===== src/rtl/ggt_arbiter.sv =====
// Round-robin front end that shares one gcd core between N_REQ requesters.
// Zero operands are answered locally; a silent core is cut off after TIMEOUT wait cycles.
module ggt_arbiter #(
    parameter int N_REQ   = 4,
    parameter int W       = 16,
    parameter int TIMEOUT = 1024
) (
    input  logic               clk,
    input  logic               rst_ni,
    input  logic [N_REQ-1:0]   req_i,
    input  logic [N_REQ*W-1:0] zahl1_i,
    input  logic [N_REQ*W-1:0] zahl2_i,
    output logic [N_REQ-1:0]   gnt_o,
    output logic [N_REQ-1:0]   done_o,
    output logic [W-1:0]       ergebnis_o,
    output logic               err_o,
    output logic               busy_o,
    output logic               core_start_o,
    output logic [W-1:0]       core_zahl1_o,
    output logic [W-1:0]       core_zahl2_o,
    input  logic               core_valid_i,
    input  logic [W-1:0]       core_ergebnis_i,
    output logic               core_rst_o
);

    localparam int IW = $clog2(N_REQ);
    localparam int CW = $clog2(TIMEOUT);

    typedef enum logic [1:0] {IDLE, LAUNCH, WAIT, RESP} state_t;

    state_t        state_reg, state_next;
    logic [IW-1:0] ptr_reg, ptr_next;
    logic [IW-1:0] idx_reg, idx_next;
    logic [W-1:0]  op1_reg, op1_next;
    logic [W-1:0]  op2_reg, op2_next;
    logic [W-1:0]  res_reg, res_next;
    logic          err_reg, err_next;
    logic          byp_reg, byp_next;
    logic [CW-1:0] cnt_reg, cnt_next;

    logic [W-1:0]  op1_arr [N_REQ];
    logic [W-1:0]  op2_arr [N_REQ];
    logic [IW-1:0] sel;
    logic          found;
    logic          core_rst_pulse;

    for (genvar gi = 0; gi < N_REQ; gi++) begin : g_slice
        assign op1_arr[gi] = zahl1_i[gi*W +: W];
        assign op2_arr[gi] = zahl2_i[gi*W +: W];
    end

    // First active request at or above ptr, wrapping around.
    always_comb begin
        int            cand;
        logic [IW-1:0] cand_idx;
        sel      = '0;
        found    = 1'b0;
        cand     = 0;
        cand_idx = '0;
        for (int off = 0; off < N_REQ; off++) begin
            cand = int'(ptr_reg) + off;
            if (cand >= N_REQ) begin
                cand = cand - N_REQ;
            end
            cand_idx = IW'(cand);
            if (!found && req_i[cand_idx]) begin
                found = 1'b1;
                sel   = cand_idx;
            end
        end
    end

    always_comb begin
        state_next     = state_reg;
        ptr_next       = ptr_reg;
        idx_next       = idx_reg;
        op1_next       = op1_reg;
        op2_next       = op2_reg;
        res_next       = res_reg;
        err_next       = err_reg;
        byp_next       = byp_reg;
        cnt_next       = cnt_reg;
        gnt_o          = '0;
        done_o         = '0;
        ergebnis_o     = '0;
        err_o          = 1'b0;
        core_start_o   = 1'b0;
        core_rst_pulse = 1'b0;
        busy_o         = (state_reg != IDLE);

        case (state_reg)
            IDLE: begin
                if (found) begin
                    idx_next = sel;
                    op1_next = op1_arr[sel];
                    op2_next = op2_arr[sel];
                    ptr_next = (sel == IW'(N_REQ - 1)) ? '0 : sel + 1'b1;
                    err_next = 1'b0;
                    if (op1_arr[sel] == '0 || op2_arr[sel] == '0) begin
                        // gcd(x,0) = x, so the OR of the operands is the answer
                        byp_next   = 1'b1;
                        res_next   = op1_arr[sel] | op2_arr[sel];
                        state_next = RESP;
                    end else begin
                        byp_next   = 1'b0;
                        state_next = LAUNCH;
                    end
                end
            end
            LAUNCH: begin
                core_start_o     = 1'b1;
                gnt_o[idx_reg]   = 1'b1;
                cnt_next         = '0;
                state_next       = WAIT;
            end
            WAIT: begin
                // A valid result wins over a timeout landing on the same edge.
                if (core_valid_i) begin
                    res_next   = core_ergebnis_i;
                    err_next   = 1'b0;
                    state_next = RESP;
                end else if (cnt_reg == CW'(TIMEOUT - 1)) begin
                    res_next   = '0;
                    err_next   = 1'b1;
                    state_next = RESP;
                end else begin
                    cnt_next = cnt_reg + 1'b1;
                end
            end
            RESP: begin
                done_o[idx_reg] = 1'b1;
                gnt_o[idx_reg]  = byp_reg;
                ergebnis_o      = res_reg;
                err_o           = err_reg;
                core_rst_pulse  = err_reg;
                state_next      = IDLE;
            end
            default: state_next = IDLE;
        endcase
    end

    assign core_zahl1_o = op1_reg;
    assign core_zahl2_o = op2_reg;
    assign core_rst_o   = ~rst_ni | core_rst_pulse;

    always_ff @(posedge clk or negedge rst_ni) begin
        if (!rst_ni) begin
            state_reg <= IDLE;
            ptr_reg   <= '0;
            idx_reg   <= '0;
            op1_reg   <= '0;
            op2_reg   <= '0;
            res_reg   <= '0;
            err_reg   <= 1'b0;
            byp_reg   <= 1'b0;
            cnt_reg   <= '0;
        end else begin
            state_reg <= state_next;
            ptr_reg   <= ptr_next;
            idx_reg   <= idx_next;
            op1_reg   <= op1_next;
            op2_reg   <= op2_next;
            res_reg   <= res_next;
            err_reg   <= err_next;
            byp_reg   <= byp_next;
            cnt_reg   <= cnt_next;
        end
    end

endmodule


===== config.mk =====
export PLATFORM = sky130hd
export DESIGN_NAME = ggt_arbiter
export DESIGN_NICKNAME = d
export VERILOG_FILES = /design/src/rtl/ggt_arbiter.sv
export SDC_FILE = /design/constraint.sdc
export NUM_CORES = 1
export LEC_CHECK = 0
export ABC_CLOCK_PERIOD_IN_PS = 5610
export CELL_PAD_IN_SITES_DETAIL_PLACEMENT = 0
export CELL_PAD_IN_SITES_GLOBAL_PLACEMENT = 1
export CORE_UTILIZATION = 33
export CTS_BUF_LIST = sky130_fd_sc_hd__clkbuf_2 sky130_fd_sc_hd__clkbuf_4 sky130_fd_sc_hd__clkbuf_8
export DETAILED_ROUTE_END_ITERATION = 16
export PLACE_DENSITY = 0.84
export SYNTH_ARGS = -nofsm -noshare
export SYNTH_HDL_FRONTEND = slang
export SYNTH_SLANG_ARGS = --single-unit

===== constraint.sdc =====
create_clock -name clk -period 5.61 [get_ports clk]
set_input_delay 0.8415 -clock clk [delete_from_list [all_inputs] [get_ports clk]]
set_output_delay 0.8415 -clock clk [all_outputs]
set_load 0.01 [all_outputs]

==> impl_metrics.tcl, run 1 <==
set metrics [dict create \
    htreeDepth 3 \
    final_net_count 799 \
    synth_area_mm2 0.00436 \
    clockPowerShare_pct 12.7 \
    viasPerCell 4.93 \
    hold_viol_final 0 \
    ys_types 39 \
    coreArea_mm2 0.0127 \
    arrival_ns 4.29 \
    p_leak_nw 2.95 \
    critPathKind "in2reg" \
    ys_seq_elements 66 \
    multi_input_area_mm2 0.00242 \
    clk_path_buf_depth 2 \
    synth_top_area_share_pct 37.9 \
    final_common_cell "clkdlybuf4s50_1" \
    fillers 1216 \
    place.gp.congestion 0.805 \
    pin_count 211 \
    cts_resized 0 \
    cts_setup_buffers 0 \
    rsz0062_at_grt "no" \
    cts.clk_slew.worst_paths_ns 0.07 \
    grt_pass1_vias 4050 \
    antenna_left 0 \
    async_flop_share_pct 100 \
    p_sw_share_pct 40.5 \
    grt_antenna_before_repair 0 \
    std_cell_rows 41 \
    firstDrtPassIters 5 \
    syn_area_per_cell_um2 9.74 \
    combinationalPowerShare_pct 60.0 \
    antenna_cells 0 \
    synth_top_area_cell "dfrtp_1" \
    clock-sinks 66 \
    fin_skew_ns 0.00836 \
    cts-root-buf "clkbuf_8" \
    fmax_mhz 248 \
    hp-class "reg2reg" \
    port_buffers 210 \
    cts_made_buffers 9 \
    critPathRequiredTime_ns 5.86 \
    layout-drive-gt1-share_pct 9.43 \
    synthFlopType "dfrtp_1" \
    die_w_um 117 \
    syn_to_final_growth_pct 53.4 \
    p_sw_mw 1.21 \
    drc 0 \
    end_kind "register" \
    cts_tree "built" \
    drt_iter0_drc 175 \
    die_h_um 117 \
    grt_overflow 0 \
    cap_viol_max_count 0 \
    synth_area_leaders "dfrtp_1 (38%), mux2i_1 (19%), mux2_2 (8.5%)" \
    dpl.hpwl_um 11200 \
    fin_crit_sh_pct 72.0 \
    peakVddDrop_mv 0.209 \
    crit_path_start_kind "primary input" \
    fin_hold_ws_ns 0.482 \
    vias 4039 \
    worst_skew_pair.late_latency_ns 0.34 \
    min_period_ns 4.04 \
    wl_um 14200 \
    tns_ns 0 \
    setup_violations 0 \
    regArea_mm2 0.00165 \
    tightest_slew_ns 1.17 \
    p_int_mw 1.78 \
    synthCells 447 \
    cts-hold-fix-buffers 0 \
    ys_warn_count 0 \
    die_area_mm2 0.0137 \
    outcome "completed" \
    grt_pass1_wl_um 21400 \
    layout_common_cells "clkdlybuf4s50_1 (209), mux2i_1 (82), dfrtp_1 (66)" \
    grt_usage_pct 21.1 \
    initial_core_util_pct 34.2 \
    synthesis.nets 604 \
    cp_max_fo 64 \
    wl_per_cell_um 17.4 \
    slew_viol_final 0 \
    synth-edff-count 0 \
    grt_max_degree 74 \
    power_frac_seq_pct 27.3 \
    slew-limit-headroom_pct 22.0 \
    p_per_area_mw_per_mm2 449 \
    synth_seq_area_share_pct 37.9 \
]
[through the flow]
step                util [%]  setup slack [ns]  area (um2)  power (mW)  std cells
floorplan                  -              2.54        4360        1.94        447
global placement        51.0              1.40        6490        2.59        803
detailed placement      51.0              1.26        6490        2.64        803
CTS                     52.5              1.62        6680        3.03        819
global route            52.5              1.38        6680        3.23        819
finish                  52.5              1.57        6680        3.00        819
[cells in the mapped netlist, types with 2 or more instances]
library cell,number
mux2i_1,82
dfrtp_1,66
nand2_1,44
o21ai_0,42
a21oi_1,40
mux2_2,33
inv_1,21
and2_1,18
clkbuf_1,16
nor2_1,15
nand4_1,7
ha_1,6
nand2b_1,6
buf_12,4
nand3_1,4
nor3_1,4
nor3b_1,4
or3_1,4
xor2_1,4
buf_2,3
a21o_1,2
and3b_1,2
buf_8,2
nand4_2,2
nor4_2,2
[worst max-delay path: stages]
cell and delay, ns:
clkdlybuf4s50_1 0.58, mux2i_1 0.11, a32o_2 0.28, nor2_8 0.12, buf_12 0.34, mux2i_1 0.14
mux2_2 0.31, nand4_1 0.18, nor4_2 0.10, o31ai_4 0.91, mux2i_1 0.28
[per-layer routing]
metal  share of wire, %  track usage, %  vias up
met3                7.5            4.74       13
met4                1.2            4.39        0
met1                 44            26.9     1925
met2                 48            36.6      147
met5                  0               0        -
li1                   -               -     1954
[cells by family after synthesis]
group,Yosys count,synth area share [%]
AO/OA/AOI/OAI,90,11.2
XOR/XNOR,5,1.01
adder cells (fa/ha/maj),6,1.72
buffers and inverters,49,6.58
flip-flops,66,37.9
multiplexers,115,27.4
AND/OR/NAND/NOR,116,14.2
[area by class of cell]
cell class | instances | share of cell area [%]
multi-input cells | 332 | 36.2
clock buffers | 14 | 2.70
flip-flops and latches | 66 | 24.7
repair buffers | 212 | 31.8
well taps | 172 | 3.22
clock inverters | 2 | 0.150
inverters | 21 | 1.18
[path summary, 6_finish.rpt]
check	startpoint	to	slack, ns	cells past startpoint
setup reg to reg	ptr_reg[1]	res_reg[3]	2.17	10
setup / recovery	req_i[3]	res_reg[3]	1.57	11
hold / removal	core_zahl2_o[4]	core_zahl2_o[4]	0.48	2
max in group asynchronous	rst_ni	core_zahl2_o[11]	4.43	1
min in group asynchronous	rst_ni	core_zahl1_o[4]	0.62	1
hold reg to reg	core_zahl2_o[4]	core_zahl2_o[4]	0.48	2
[power groups by stage]
stage                     logic, mW  clock network (mW)  registers, mW
final                          1.80               0.381          0.819
after floorplan                1.10                   0          0.835
after global routing           1.98               0.411          0.844
after detailed placement       1.81                   0          0.824
after global placement         1.77                   0          0.820
after CTS                      1.82               0.394          0.819
(Power assumes the default switching activity.)
==> inputs of run 2 (changes only) <==
==> config.mk (replaced) <==
export PLATFORM = sky130hd
export DESIGN_NAME = ggt_arbiter
export DESIGN_NICKNAME = d
export VERILOG_FILES = /design/src/rtl/ggt_arbiter.sv
export SDC_FILE = /design/constraint.sdc
export NUM_CORES = 1
export LEC_CHECK = 0
export ABC_CLOCK_PERIOD_IN_PS = 4100
export CELL_PAD_IN_SITES_DETAIL_PLACEMENT = 0
export CELL_PAD_IN_SITES_GLOBAL_PLACEMENT = 1
export CORE_UTILIZATION = 31
export CTS_BUF_LIST = sky130_fd_sc_hd__clkbuf_2 sky130_fd_sc_hd__clkbuf_4 sky130_fd_sc_hd__clkbuf_8
export DETAILED_ROUTE_END_ITERATION = 16
export PLACE_DENSITY = 0.8
export SYNTH_ARGS = -nofsm -noshare
export SYNTH_HDL_FRONTEND = slang
export SYNTH_SLANG_ARGS = --single-unit
==> constraint.sdc (replaced) <==
create_clock -name clk -period 4.1 [get_ports clk]
set_input_delay 0.615 -clock clk [delete_from_list [all_inputs] [get_ports clk]]
set_output_delay 0.615 -clock clk [all_outputs]
set_load 0.01 [all_outputs]
==> impl_metrics.tcl, run 2 (same netlist as run 1, synthesis figures left out) <==
set metrics [dict create \
    cp_max_fo 32 \
    fin_crit_sh_pct 89.6 \
    grt_usage_pct 20.2 \
    max_stage_delay_ns 0.82 \
    die_h_um 121 \
    p_leak_nw 3.01 \
    final_util_pct 50.5 \
    critPathKind "in2reg" \
    setup_violations 0 \
    fmax_mhz 272 \
    drc 0 \
    cts-hold-fix-buffers 0 \
    postLayoutCellArea_mm2 0.00680 \
    worst_skew_pair.late_latency_ns 0.34 \
    cts_setup_buffers 0 \
    layout_common_cells "clkdlybuf4s50_1 (209), mux2i_1 (82), dfrtp_1 (66)" \
    p_per_area_mw_per_mm2 623 \
    clock-sinks 66 \
    pin_count 211 \
    syn_to_final_growth_pct 56.1 \
    cts-root-buf "clkbuf_8" \
    final_common_cell "clkdlybuf4s50_1" \
    htreeDepth 3 \
    cp_top_family "compound AO/OA/AOI/OAI gates" \
    drt_iter0_drc 206 \
    wl_per_cell_um 17.5 \
    dpl_worst_slack_ns 0.0586 \
    rsz0062_at_grt "no" \
    cts_resized 0 \
    die_w_um 121 \
    port_buffers 210 \
    hp-class "reg2reg" \
    slowest_stage "o31ai_4" \
    placed_area_mm2 0.00659 \
    place.gp.congestion 0.823 \
    slew-limit-headroom_pct 31.2 \
    vias 4068 \
    finalNonFillerCells 834 \
    worst_slack_ns 0.428 \
    grt_overflow 0 \
    outcome "completed" \
    tightest_slew_ns 1.03 \
    wl_um 14600 \
    crit_buf_inv 3 \
    die_area_mm2 0.0145 \
    grt_pass1_vias 4161 \
    cts_tree "built" \
    peakVddDrop_mv 0.268 \
    end_kind "register" \
    coreArea_mm2 0.0135 \
    cap_viol_max_count 0 \
    total_power_mw 4.23 \
    antenna_cells 0 \
    layout-drive-gt1-share_pct 10.9 \
    grt_max_degree 67 \
    dpl.hpwl_um 11800 \
    cts_made_buffers 9 \
    fin_skew_ns 0.00946 \
    final_net_count 810 \
    std_cell_rows 42 \
    viasPerCell 4.88 \
    cp_common_cell "mux2i_1" \
    placed_cells 818 \
    arrival_ns 3.93 \
    hold_viol_final 0 \
    crit_path_start_kind "primary input" \
    initial_core_util_pct 32.4 \
    min_period_ns 3.67 \
    antenna_left 0 \
    clk_path_buf_depth 2 \
    grt_pass1_wl_um 22400 \
    critPathRequiredTime_ns 4.36 \
    slew_viol_final 0 \
    crit_path_cell_trace "clkdlybuf4s50_1, mux2i_1, a32o_2, nor2_8, buf_12, mux2i_1, mux2_2, nand4_1, nor4_2, buf_4, o31ai_4, mux2i_1" \
    fin_hold_ws_ns 0.479 \
    cts.clk_slew.worst_paths_ns 0.07 \
    grt_antenna_before_repair 0 \
    tns_ns 0 \
    firstDrtPassIters 4 \
]
[run 2: cell types whose count changed in the layout (fill, tap and decap cells not counted), sizes merged]
cell and change:
buf +11, clkbuf -2, clkinvlp +2, bufinv +1, clkinv -1
[run 2: per-layer routing]
layer | track usage, % | wire length, um | share of wire, % | vias up
met2 | 34.9 | 7020 | 48 | 144
met1 | 25.9 | 6410 | 44 | 1928
met3 | 3.58 | 970 | 6.7 | 13
met4 | 5.25 | 171 | 1.2 | 0
met5 | 0 | 0 | 0 | -
li1 | - | - | - | 1983
[run 2: worst register-to-register path: cells and delay by family, from the launching register on]
kind                   cells  cell delay (ns)
flip-flops                 1             0.45
AND/OR/NAND/NOR            3             0.40
multiplexers               4             0.86
buffers and inverters      2             0.42
AO/OA/AOI/OAI              2             1.10
[run 2: layout make-up]
cell class / count / area (um2)
well taps: 176 / 220
repair buffers: 223 / 2220
inverters: 21 / 78.8
fillers: 1261 / 6650
clock inverters: 4 / 50.0
clock buffers: 12 / 159
flip-flops and latches: 66 / 1650
multi-input cells: 332 / 2420
[run 2: power by group]
part           internal, mW  switching [mW]  total [mW]
Clock                 0.320           0.248       0.568
Combinational          1.26            1.28        2.54
Sequential            0.940           0.184        1.12
[run 2: path summary, 6_finish.rpt]
| path | start | end | slack, ns | cells after the start |
|---|---|---|---|---|
| hold reg to reg | core_zahl1_o[7] | core_zahl1_o[7] | 0.48 | 2 |
| min in group asynchronous | rst_ni | cnt_reg[5] | 0.50 | 2 |
| max in group asynchronous | rst_ni | core_zahl1_o[1] | 3.02 | 2 |
| setup / recovery | req_i[3] | res_reg[15] | 0.43 | 12 |
| setup reg to reg | ptr_reg[1] | res_reg[15] | 0.80 | 11 |
| hold / removal | core_zahl1_o[7] | core_zahl1_o[7] | 0.48 | 2 |
